File: config.mk
export PLATFORM = sky130hd
export DESIGN_NAME = counter_readout
export DESIGN_NICKNAME = d
export VERILOG_FILES = /design/src/rtl/counter_readout.sv
export SDC_FILE = /design/constraint.sdc
export NUM_CORES = 1
export LEC_CHECK = 0
export ABC_AREA = 1
export CORE_ASPECT_RATIO = 0.5
export CORE_MARGIN = 10
export CORE_UTILIZATION = 47
export DETAILED_ROUTE_END_ITERATION = 10
export PLACE_DENSITY_LB_ADDON = 0.25
export REMOVE_ABC_BUFFERS = 1
export SETUP_SLACK_MARGIN = 0.3
export SYNTH_ARGS = -nofsm -noshare
export SYNTH_HDL_FRONTEND = slang
export SYNTH_SLANG_ARGS = --single-unit
File: constraint.sdc
create_clock -name clk -period 5.55 [get_ports clk]
set_input_delay 1.665 -clock clk [delete_from_list [all_inputs] [get_ports clk]]
set_output_delay 1.665 -clock clk [all_outputs]
set_load 0.02 [all_outputs]
File: src/rtl/counter_readout.sv
// -----------------------------------------------------------------------------
// counter_readout
//
// This block reads out the event counter bank. When a readout request
// arrives, it copies every 48-bit counter into a snapshot register in one
// cycle. It then sends the snapshot out as a framed stream of 32-bit words.
//
// Packet layout (2 + 2*NCOUNTERS words):
//   HDR : {HDR_MAGIC, seq, NCOUNTERS[7:0], 8'h00}
//   CHI : {CNT_TAG, idx[7:0], snap[idx][47:32]}    one per counter
//   CLO : snap[idx][31:0]                          one per counter
//   TRL : {TRL_MAGIC, checksum[23:0]}              m_tlast = 1
// The checksum is the XOR of every word sent before the trailer.
//
// Stream handshake (valid/ready):
//   - A word transfers on a rising clk edge where m_tvalid & m_tready.
//   - Once m_tvalid is raised, it stays high until a transfer happens.
//   - While m_tvalid=1 and m_tready=0, m_tdata and m_tlast stay stable.
//     They are decoded only from registered state, so they cannot change
//     during a stall.
//   - After the trailer transfers, there is at least one IDLE cycle with
//     m_tvalid=0 before the next header.
//
// Requests:
//   - req is sampled as a level on every cycle.
//   - In IDLE, a request (or a pending one) starts a packet.
//   - While a packet is in progress, the first request is stored as pending.
//   - Any further request while pending is set increments the saturating
//     'dropped' counter.
//
// Optional feature (macro COUNTER_READOUT_CLEAR_EN):
//   - Defined: load is driven all ones for one cycle, starting the cycle
//     after the snapshot edge, so the counter bank clears or reloads.
//   - Undefined: load is tied to zero and the counters run freely.
//
// Ports:
//   clk       in   backend clock
//   rst       in   synchronous active-low reset
//   counters  in   packed counters; counter i is at [i*48 +: 48]
//   req       in   readout request (level)
//   load      out  per-counter load/clear strobe
//   m_tdata   out  stream data
//   m_tvalid  out  stream valid
//   m_tready  in   stream ready
//   m_tlast   out  high on the trailer word
//   busy      out  packet in progress (registered, state != IDLE)
//   seq       out  sequence number of the next or current packet
//   dropped   out  number of lost requests (saturating)
// -----------------------------------------------------------------------------
module counter_readout #(
    parameter int         NCOUNTERS = 3,
    parameter logic [7:0] HDR_MAGIC = 8'hA5,
    parameter logic [7:0] CNT_TAG   = 8'hC0,
    parameter logic [7:0] TRL_MAGIC = 8'h5A
) (
    input  logic                    clk,
    input  logic                    rst,
    input  logic [NCOUNTERS*48-1:0] counters,
    input  logic                    req,
    output logic [NCOUNTERS-1:0]    load,
    output logic [31:0]             m_tdata,
    output logic                    m_tvalid,
    input  logic                    m_tready,
    output logic                    m_tlast,
    output logic                    busy,
    output logic [7:0]              seq,
    output logic [15:0]             dropped
);

    localparam int               IDX_W     = (NCOUNTERS > 1) ? $clog2(NCOUNTERS) : 1;
    localparam logic [IDX_W-1:0] LAST_IDX  = IDX_W'(NCOUNTERS - 1);
    localparam logic [7:0]       NCNT_BYTE = 8'(NCOUNTERS);

    typedef enum logic [2:0] {
        S_IDLE = 3'd0,
        S_HDR  = 3'd1,
        S_CHI  = 3'd2,
        S_CLO  = 3'd3,
        S_TRL  = 3'd4
    } state_e;

    // ------------------------------------------------------------------
    // State
    // ------------------------------------------------------------------
    state_e           state_q, state_d;
    logic [IDX_W-1:0] idx_q, idx_d;
    logic [47:0]      snap_q [NCOUNTERS];
    logic [23:0]      checksum_q, checksum_d;
    logic [7:0]       seq_q, seq_d;
    logic             pending_q, pending_d;
    logic [15:0]      dropped_q, dropped_d;
    logic             busy_q;

    // ------------------------------------------------------------------
    // Combinational helpers
    // ------------------------------------------------------------------
    logic        capture;     // snapshot edge: IDLE and (req or pending)
    logic        xfer;        // a word transfers at the coming edge
    logic        valid_w;
    logic [31:0] word;
    logic        word_last;
    logic [47:0] snap_cur;
    logic [7:0]  idx_byte;

    assign snap_cur = snap_q[idx_q];
    assign idx_byte = 8'(idx_q);
    assign valid_w  = (state_q != S_IDLE);
    assign xfer     = valid_w & m_tready;

    // Word decode. It depends only on registered state, so the presented
    // word cannot change while the sink holds off.
    always_comb begin
        word      = 32'h0;
        word_last = 1'b0;
        unique case (state_q)
            S_IDLE: word = 32'h0;
            S_HDR:  word = {HDR_MAGIC, seq_q, NCNT_BYTE, 8'h00};
            S_CHI:  word = {CNT_TAG, idx_byte, snap_cur[47:32]};
            S_CLO:  word = snap_cur[31:0];
            S_TRL: begin
                word      = {TRL_MAGIC, checksum_q};
                word_last = 1'b1;
            end
            default: word = 32'h0;
        endcase
    end

    // Next-state logic
    always_comb begin
        state_d    = state_q;
        idx_d      = idx_q;
        checksum_d = checksum_q;
        seq_d      = seq_q;
        pending_d  = pending_q;
        dropped_d  = dropped_q;
        capture    = 1'b0;

        unique case (state_q)
            S_IDLE: begin
                if (req || pending_q) begin
                    // Starting a packet uses up both the live request and
                    // any pending one.
                    capture    = 1'b1;
                    state_d    = S_HDR;
                    idx_d      = '0;
                    pending_d  = 1'b0;
                    checksum_d = '0;
                end
            end
            S_HDR: begin
                if (xfer) state_d = S_CHI;
            end
            S_CHI: begin
                if (xfer) state_d = S_CLO;
            end
            S_CLO: begin
                if (xfer) begin
                    if (idx_q == LAST_IDX) begin
                        state_d = S_TRL;
                    end else begin
                        idx_d   = idx_q + IDX_W'(1);
                        state_d = S_CHI;
                    end
                end
            end
            S_TRL: begin
                if (xfer) begin
                    state_d = S_IDLE;
                    seq_d   = seq_q + 8'd1;   // wraps 255 -> 0
                end
            end
            default: state_d = S_IDLE;
        endcase

        // Every word before the trailer goes into the checksum. In IDLE
        // no transfer can happen, so the clear above takes effect there.
        if (xfer && (state_q != S_TRL)) begin
            checksum_d = checksum_q ^ word[23:0];
        end

        // Requests that arrive while a packet is in progress. This also
        // covers the trailer-transfer cycle, so that request becomes the
        // next packet.
        if ((state_q != S_IDLE) && req) begin
            if (!pending_q) begin
                pending_d = 1'b1;
            end else if (dropped_q != 16'hFFFF) begin
                dropped_d = dropped_q + 16'd1;
            end
        end
    end

    // ------------------------------------------------------------------
    // Registers
    // ------------------------------------------------------------------
    always_ff @(posedge clk) begin
        if (!rst) begin
            state_q    <= S_IDLE;
            idx_q      <= '0;
            checksum_q <= '0;
            seq_q      <= '0;
            pending_q  <= 1'b0;
            dropped_q  <= '0;
            busy_q     <= 1'b0;
            for (int i = 0; i < NCOUNTERS; i++) begin
                snap_q[i] <= '0;
            end
        end else begin
            state_q    <= state_d;
            idx_q      <= idx_d;
            checksum_q <= checksum_d;
            seq_q      <= seq_d;
            pending_q  <= pending_d;
            dropped_q  <= dropped_d;
            busy_q     <= (state_d != S_IDLE);
            if (capture) begin
                for (int i = 0; i < NCOUNTERS; i++) begin
                    snap_q[i] <= counters[i*48 +: 48];
                end
            end
        end
    end

    // ------------------------------------------------------------------
    // Counter-bank load strobe
    // ------------------------------------------------------------------
`ifdef COUNTER_READOUT_CLEAR_EN
    logic [NCOUNTERS-1:0] load_q;

    // The strobe is registered from the capture decision, so it is high
    // only in the cycle right after the snapshot edge.
    always_ff @(posedge clk) begin
        if (!rst) begin
            load_q <= '0;
        end else begin
            load_q <= {NCOUNTERS{capture}};
        end
    end

    assign load = load_q;
`else
    assign load = '0;
`endif

    // ------------------------------------------------------------------
    // Outputs
    // ------------------------------------------------------------------
    assign m_tdata  = word;
    assign m_tvalid = valid_w;
    assign m_tlast  = word_last;
    assign busy     = busy_q;
    assign seq      = seq_q;
    assign dropped  = dropped_q;

endmodule

-- Yosys cells after proc, flatten, opt, wreduce, memory -nomap -nowiden
Memory sizes are Yosys's and may differ from the RTL's. A register that Yosys moved wholly into a read port is not among the register bits.
Cells that the tools add are included.
- $add $sub $neg: 3
- equal/unequal tests: 10
- mux-type cells: 31
- bitwise logic cells: 5
- reduce and logical (&&, ||, !) cells: 13
- operators by type and width (cell ; count):
    two-way mux 48 bit ; 3
    one-hot mux 32 bit (4 select lines) ; 1
    two-way mux 24 bit ; 3
    bitwise XOR 24 bit ; 1
    two-way mux 3 bit ; 6
    adder 16 x 1 -> 16 bit, second input constant ; 1
    != test 16 bit, second input constant ; 1
    one-hot mux 3 bit (5 select lines) ; 1
    two-way mux 1 bit ; 11
    two-way mux 2 bit ; 5
    adder 8 x 1 -> 8 bit, second input constant ; 1
    equality test 3 x 2 -> 1 bit, second input constant ; 2
    != test 2 bit, second input constant ; 3
    nonzero test 2 bit ; 3
    nonzero test 3 bit ; 2
    one-hot mux 2 bit (2 select lines) ; 1
    AND reduction 2 bit ; 2
    AND reduction 4 bit ; 1
    equality test 3 x 1 -> 1 bit, second input constant ; 1
    equality test 3 bit, second input constant ; 1
    zero test 3 bit ; 1
    != test 3 bit, second input constant ; 1
    bitwise OR 1 bit ; 3
    AND reduction 3 bit ; 1
    5 further kinds ; 6
- bits in registers: 55
- RAM bits: 144
- bits of input ports: 148
- output and inout bits: 62
- logic and storage cells: 70
- memories kept: 1
- memories (memory ; depth ; width ; read ports ; clocked after memory_dff ; write ports ; RTL line ; source):
    snap_q ; 3 ; 48 ; 1 ; 1 ; 3 ; 87 ; logic [47:0] snap_q [NCOUNTERS];

-- Logic depth before layout (Yosys ltp)
- depth after elaboration: 7
- mapped depth: 10
- depth with buffers taken out: 9

-- Worst setup path after synthesis
No wires, ideal clock.
- kind: input port to flip-flop
- from: input port req
- to: memory snap_q[0][0], enable pin
- setup time: 1218 ps
- arrival time: 4611 ps
- data required time: 4332 ps
- path slack: -278 ps
- stages: 4
- path buffers: 1
- cell sequence: or2_2 > nand2_4 > buf_4 > nand2_1
- RTL lines (item ; RTL line ; source):
    from (decl) ; 59 ; input logic req,
    to (decl) ; 87 ;

==> flow_metrics.py <==
metrics = {
    "route": {
        "firstDrtPassIters": 5,
        "dr_total_vias": 8503,
        "drc": 0,
        "drtIter0Drc": 667,
        "wl_mm": 27.0,
        "antenna_left": 0,
        "detail_route.wl_per_cell_um": 15.6,
        "viasPerCell": 4.93,
    },
    "setup_path": {
        "crit_required_ns": 3.88,
        "worstSetupEndpointType": "output port",
        "crit_top_cell": "nor2_1",
        "path_class": "flip-flop to output port",
        "path_delay_family": "buffers and inverters",
        "worst-path-buf-inv": 3,
        "crit_chain": "inv_2 > buf_4 > nor2_1 > nor2_1 > nand2_1 > nand3_2 > clkdlybuf4s50_1",
        "critPathArrivalTime_ns": 3.16,
        "cpPeakStageDelay_ns": 0.65,
        "worstPathMaxFanout": 49,
        "start_kind": "flip-flop",
        "cpMaxStageDelayCell": "inv_2",
    },
    "cts": {
        "cts_resized": 0,
        "cts_setup_buffers": 0,
        "cts.clk_slew.worst_paths_ns": 0.07,
        "clock_path_buffers": 3,
        "cts_hold_buf": 0,
        "numCtsBuffers": 20,
        "clock_latency_ns": 0.50,
        "cts_root_buf": "clkbuf_16",
        "cts_sinks": 201,
        "cts_tree": "built",
        "htreeDepth": 1,
    },
    "layout": {
        "fillers": 1802,
        "drive_above_1_share_pct": 6.00,
        "area_delta_synth_final_pct": 27.4,
        "fin_nets": 1570,
        "final_area_sq_um": 12900,
        "diodes": 0,
    },
    "floorplan": {
        "core_area_sq_um": 20900,
        "fp.dieW_um": 228,
        "ios": 210,
        "initial_utilization_pct": 48.6,
        "die_y_um": 124,
        "die_area_sq_um": 28200,
        "row_count": 37,
    },
    "logic_synthesis": {
        "synth_edf_count": 144,
        "synthArstFlopShare_pct": 0,
        "ys_types": 38,
        "ys_ff_latch": 201,
        "seq_area_frac_synth_pct": 53.8,
        "ys.flop_type": "edfxtp_1",
        "postSynthAreaPerCell_sq_um": 8.17,
        "yosysWarnings": 0,
        "netlist_area_sq_um": 10200,
        "syn_inst": 1243,
    },
    "outcome": {
        "run_status": "complete, no violations",
    },
    "timing": {
        "setup_viol": 0,
        "fin_skew_ns": 0.0179,
        "fin_ws_ns": 0.727,
        "rsz0062_at_grt": "false",
        "drv_slew": 0,
        "timing.final.crit_period_ns": 4.82,
        "fin_crit_sh_pct": 86.9,
        "hold_viol": 0,
        "fmax_mhz": 207,
        "relSlewSlack_pct": 22.9,
        "tightest_slew_ns": 1.15,
    },
    "grt": {
        "grt_usage_pct": 18.4,
        "grt_pass1_vias": 8603,
        "overflow": 0,
        "grt_pass1_wl_mm": 43.0,
        "antenna_found_initial": 0,
        "grt_max_degree": 86,
    },
    "place": {
        "port_buffers": 206,
        "gp_congestion": 0.794,
        "pre_cts_ws_ns": 1.26,
        "hpwl_mm": 18.4,
        "postPlaceCellArea_sq_um": 12300,
    },
    "pwr": {
        "finalPower_uw": 3750,
        "p_leak_uw": 0.00585,
        "ir_drop_mv": 0.212,
        "power_density_nw_per_um2": 289,
    },
    "job": {
        "cap_violations": 0,
    },
    "worst_hold_path": {
        "hold_path_class": "flip-flop to flip-flop",
    },
}
==> worst reg2reg max path, stage by stage (launching register included) <==
cell,delay [ns]
dfxtp_1,0.38
nor2_4,0.28
nand2_4,0.11
inv_2,0.12
nand2_4,0.25
nand2_4,0.55
buf_12,0.38
==> layer usage <==
metal  track usage (%)  up-vias  part of all wire, %
li1                  -     4240                    -
met1              21.4     4031                   41
met2              35.4      198                   53
met3              3.02       34                  4.6
met4              4.14        0                  1.6
met5                 0        -                    0
==> registers in the layout, indices dropped and copies added (netlist names), named ones only <==
signal,flops
busy,1
pending_q,1
state_q,3
snap_q,144
seq,8
dropped,16
idx_q,2
checksum_q,24
==> placed cells by master (no fill, tap or decap), types with 5 or more instances in the layout <==
cell             Yosys  final
nand3_2             23     22
clkdlybuf4s50_1      0    205
inv_1              172    171
nor2_4               5      6
clkinv_2             0      5
xor2_1               5      5
a21oi_1             30     30
dfxtp_1             57     56
nand3_1             85     85
inv_2                4      5
nand4_1              7      7
o21ai_0             17     17
nor2_1             290    289
a21boi_0            21     21
clkbuf_16            0     21
nand2_1            291    290
edfxtp_1           144    144
==> cells in the mapped netlist, types with 3 or more instances <==
| cell type | n | area (sq um) |
|---|---|---|
| clkbuf_1 | 9 | 33.8 |
| a21boi_0 | 21 | 158 |
| inv_2 | 4 | 15.0 |
| inv_1 | 172 | 646 |
| buf_4 | 10 | 75.1 |
| ha_1 | 3 | 37.5 |
| nand4_1 | 7 | 43.8 |
| nand3_2 | 23 | 230 |
| nand3_1 | 85 | 425 |
| buf_6 | 11 | 124 |
| nor3_1 | 3 | 15.0 |
| xor2_1 | 5 | 43.8 |
| nand2_1 | 291 | 1090 |
| xnor2_1 | 4 | 35.0 |
| nor2_4 | 5 | 56.3 |
| nor2_1 | 290 | 1090 |
| o211ai_1 | 3 | 22.5 |
| o21ai_0 | 17 | 85.1 |
| buf_2 | 28 | 140 |
| a21oi_1 | 30 | 150 |
| edfxtp_1 | 144 | 4320 |
| dfxtp_1 | 57 | 1140 |
| nand2_4 | 3 | 33.8 |
==> cell families (layout without fill, tap and decap cells) <==
kind of cell             Yosys count  in the layout  synth area share, %
adder cells (fa/ha/maj)            3              3                0.370
XOR/XNOR                           9              9                0.776
AND/OR/NAND/NOR                  715            715                 30.1
AO/OA/AOI/OAI                     77             77                 4.63
other                              1              3               0.0369
buffers and inverters            237            425                 10.3
flip-flops                       201            201                 53.8
==> through the flow <==
step                      util, %  hold slack [ns]  TNS [ns]  instances
after floorplan                 -            0.485    -35.73       1185
after global placement       59.0            0.494         0       1689
after detailed placement     59.0            0.495         0       1689
after CTS                    62.0            0.507         0       1725
after global routing         62.0            0.537         0       1725
final                        62.0            0.509         0       1725
==> layout make-up <==
cell class	instances	area [sq um]	area share [%]
Clock buffer	29	589	4.55
Clock inverter	7	40.0	0.309
Inverter	177	667	5.15
Multi-Input combinational cell	807	3670	28.4
Sequential cell	201	5470	42.2
Tap cell	292	365	2.82
Timing Repair Buffer	212	2140	16.5
==> report_power, final <==
| part | leakage, uW | switching [uW] | internal [uW] |
|---|---|---|---|
| clock network | 0.000318 | 576 | 743 |
| logic | 0.00351 | 373 | 232 |
| registers | 0.00202 | 46.0 | 1780 |
==> path summary, 6_finish.rpt <==
| check | startpoint | end | slack, ns | depth (start not counted) |
|---|---|---|---|---|
| hold / removal | dropped[15] | dropped[15] | 0.51 | 2 |
| setup reg to reg | state_q[1] | snap_q[2][42] | 3.10 | 6 |
| hold reg to reg | dropped[15] | dropped[15] | 0.51 | 2 |
| setup / recovery | flip-flop | m_tdata[4] | 0.73 | 7 |
(Power assumes the default switching activity.)
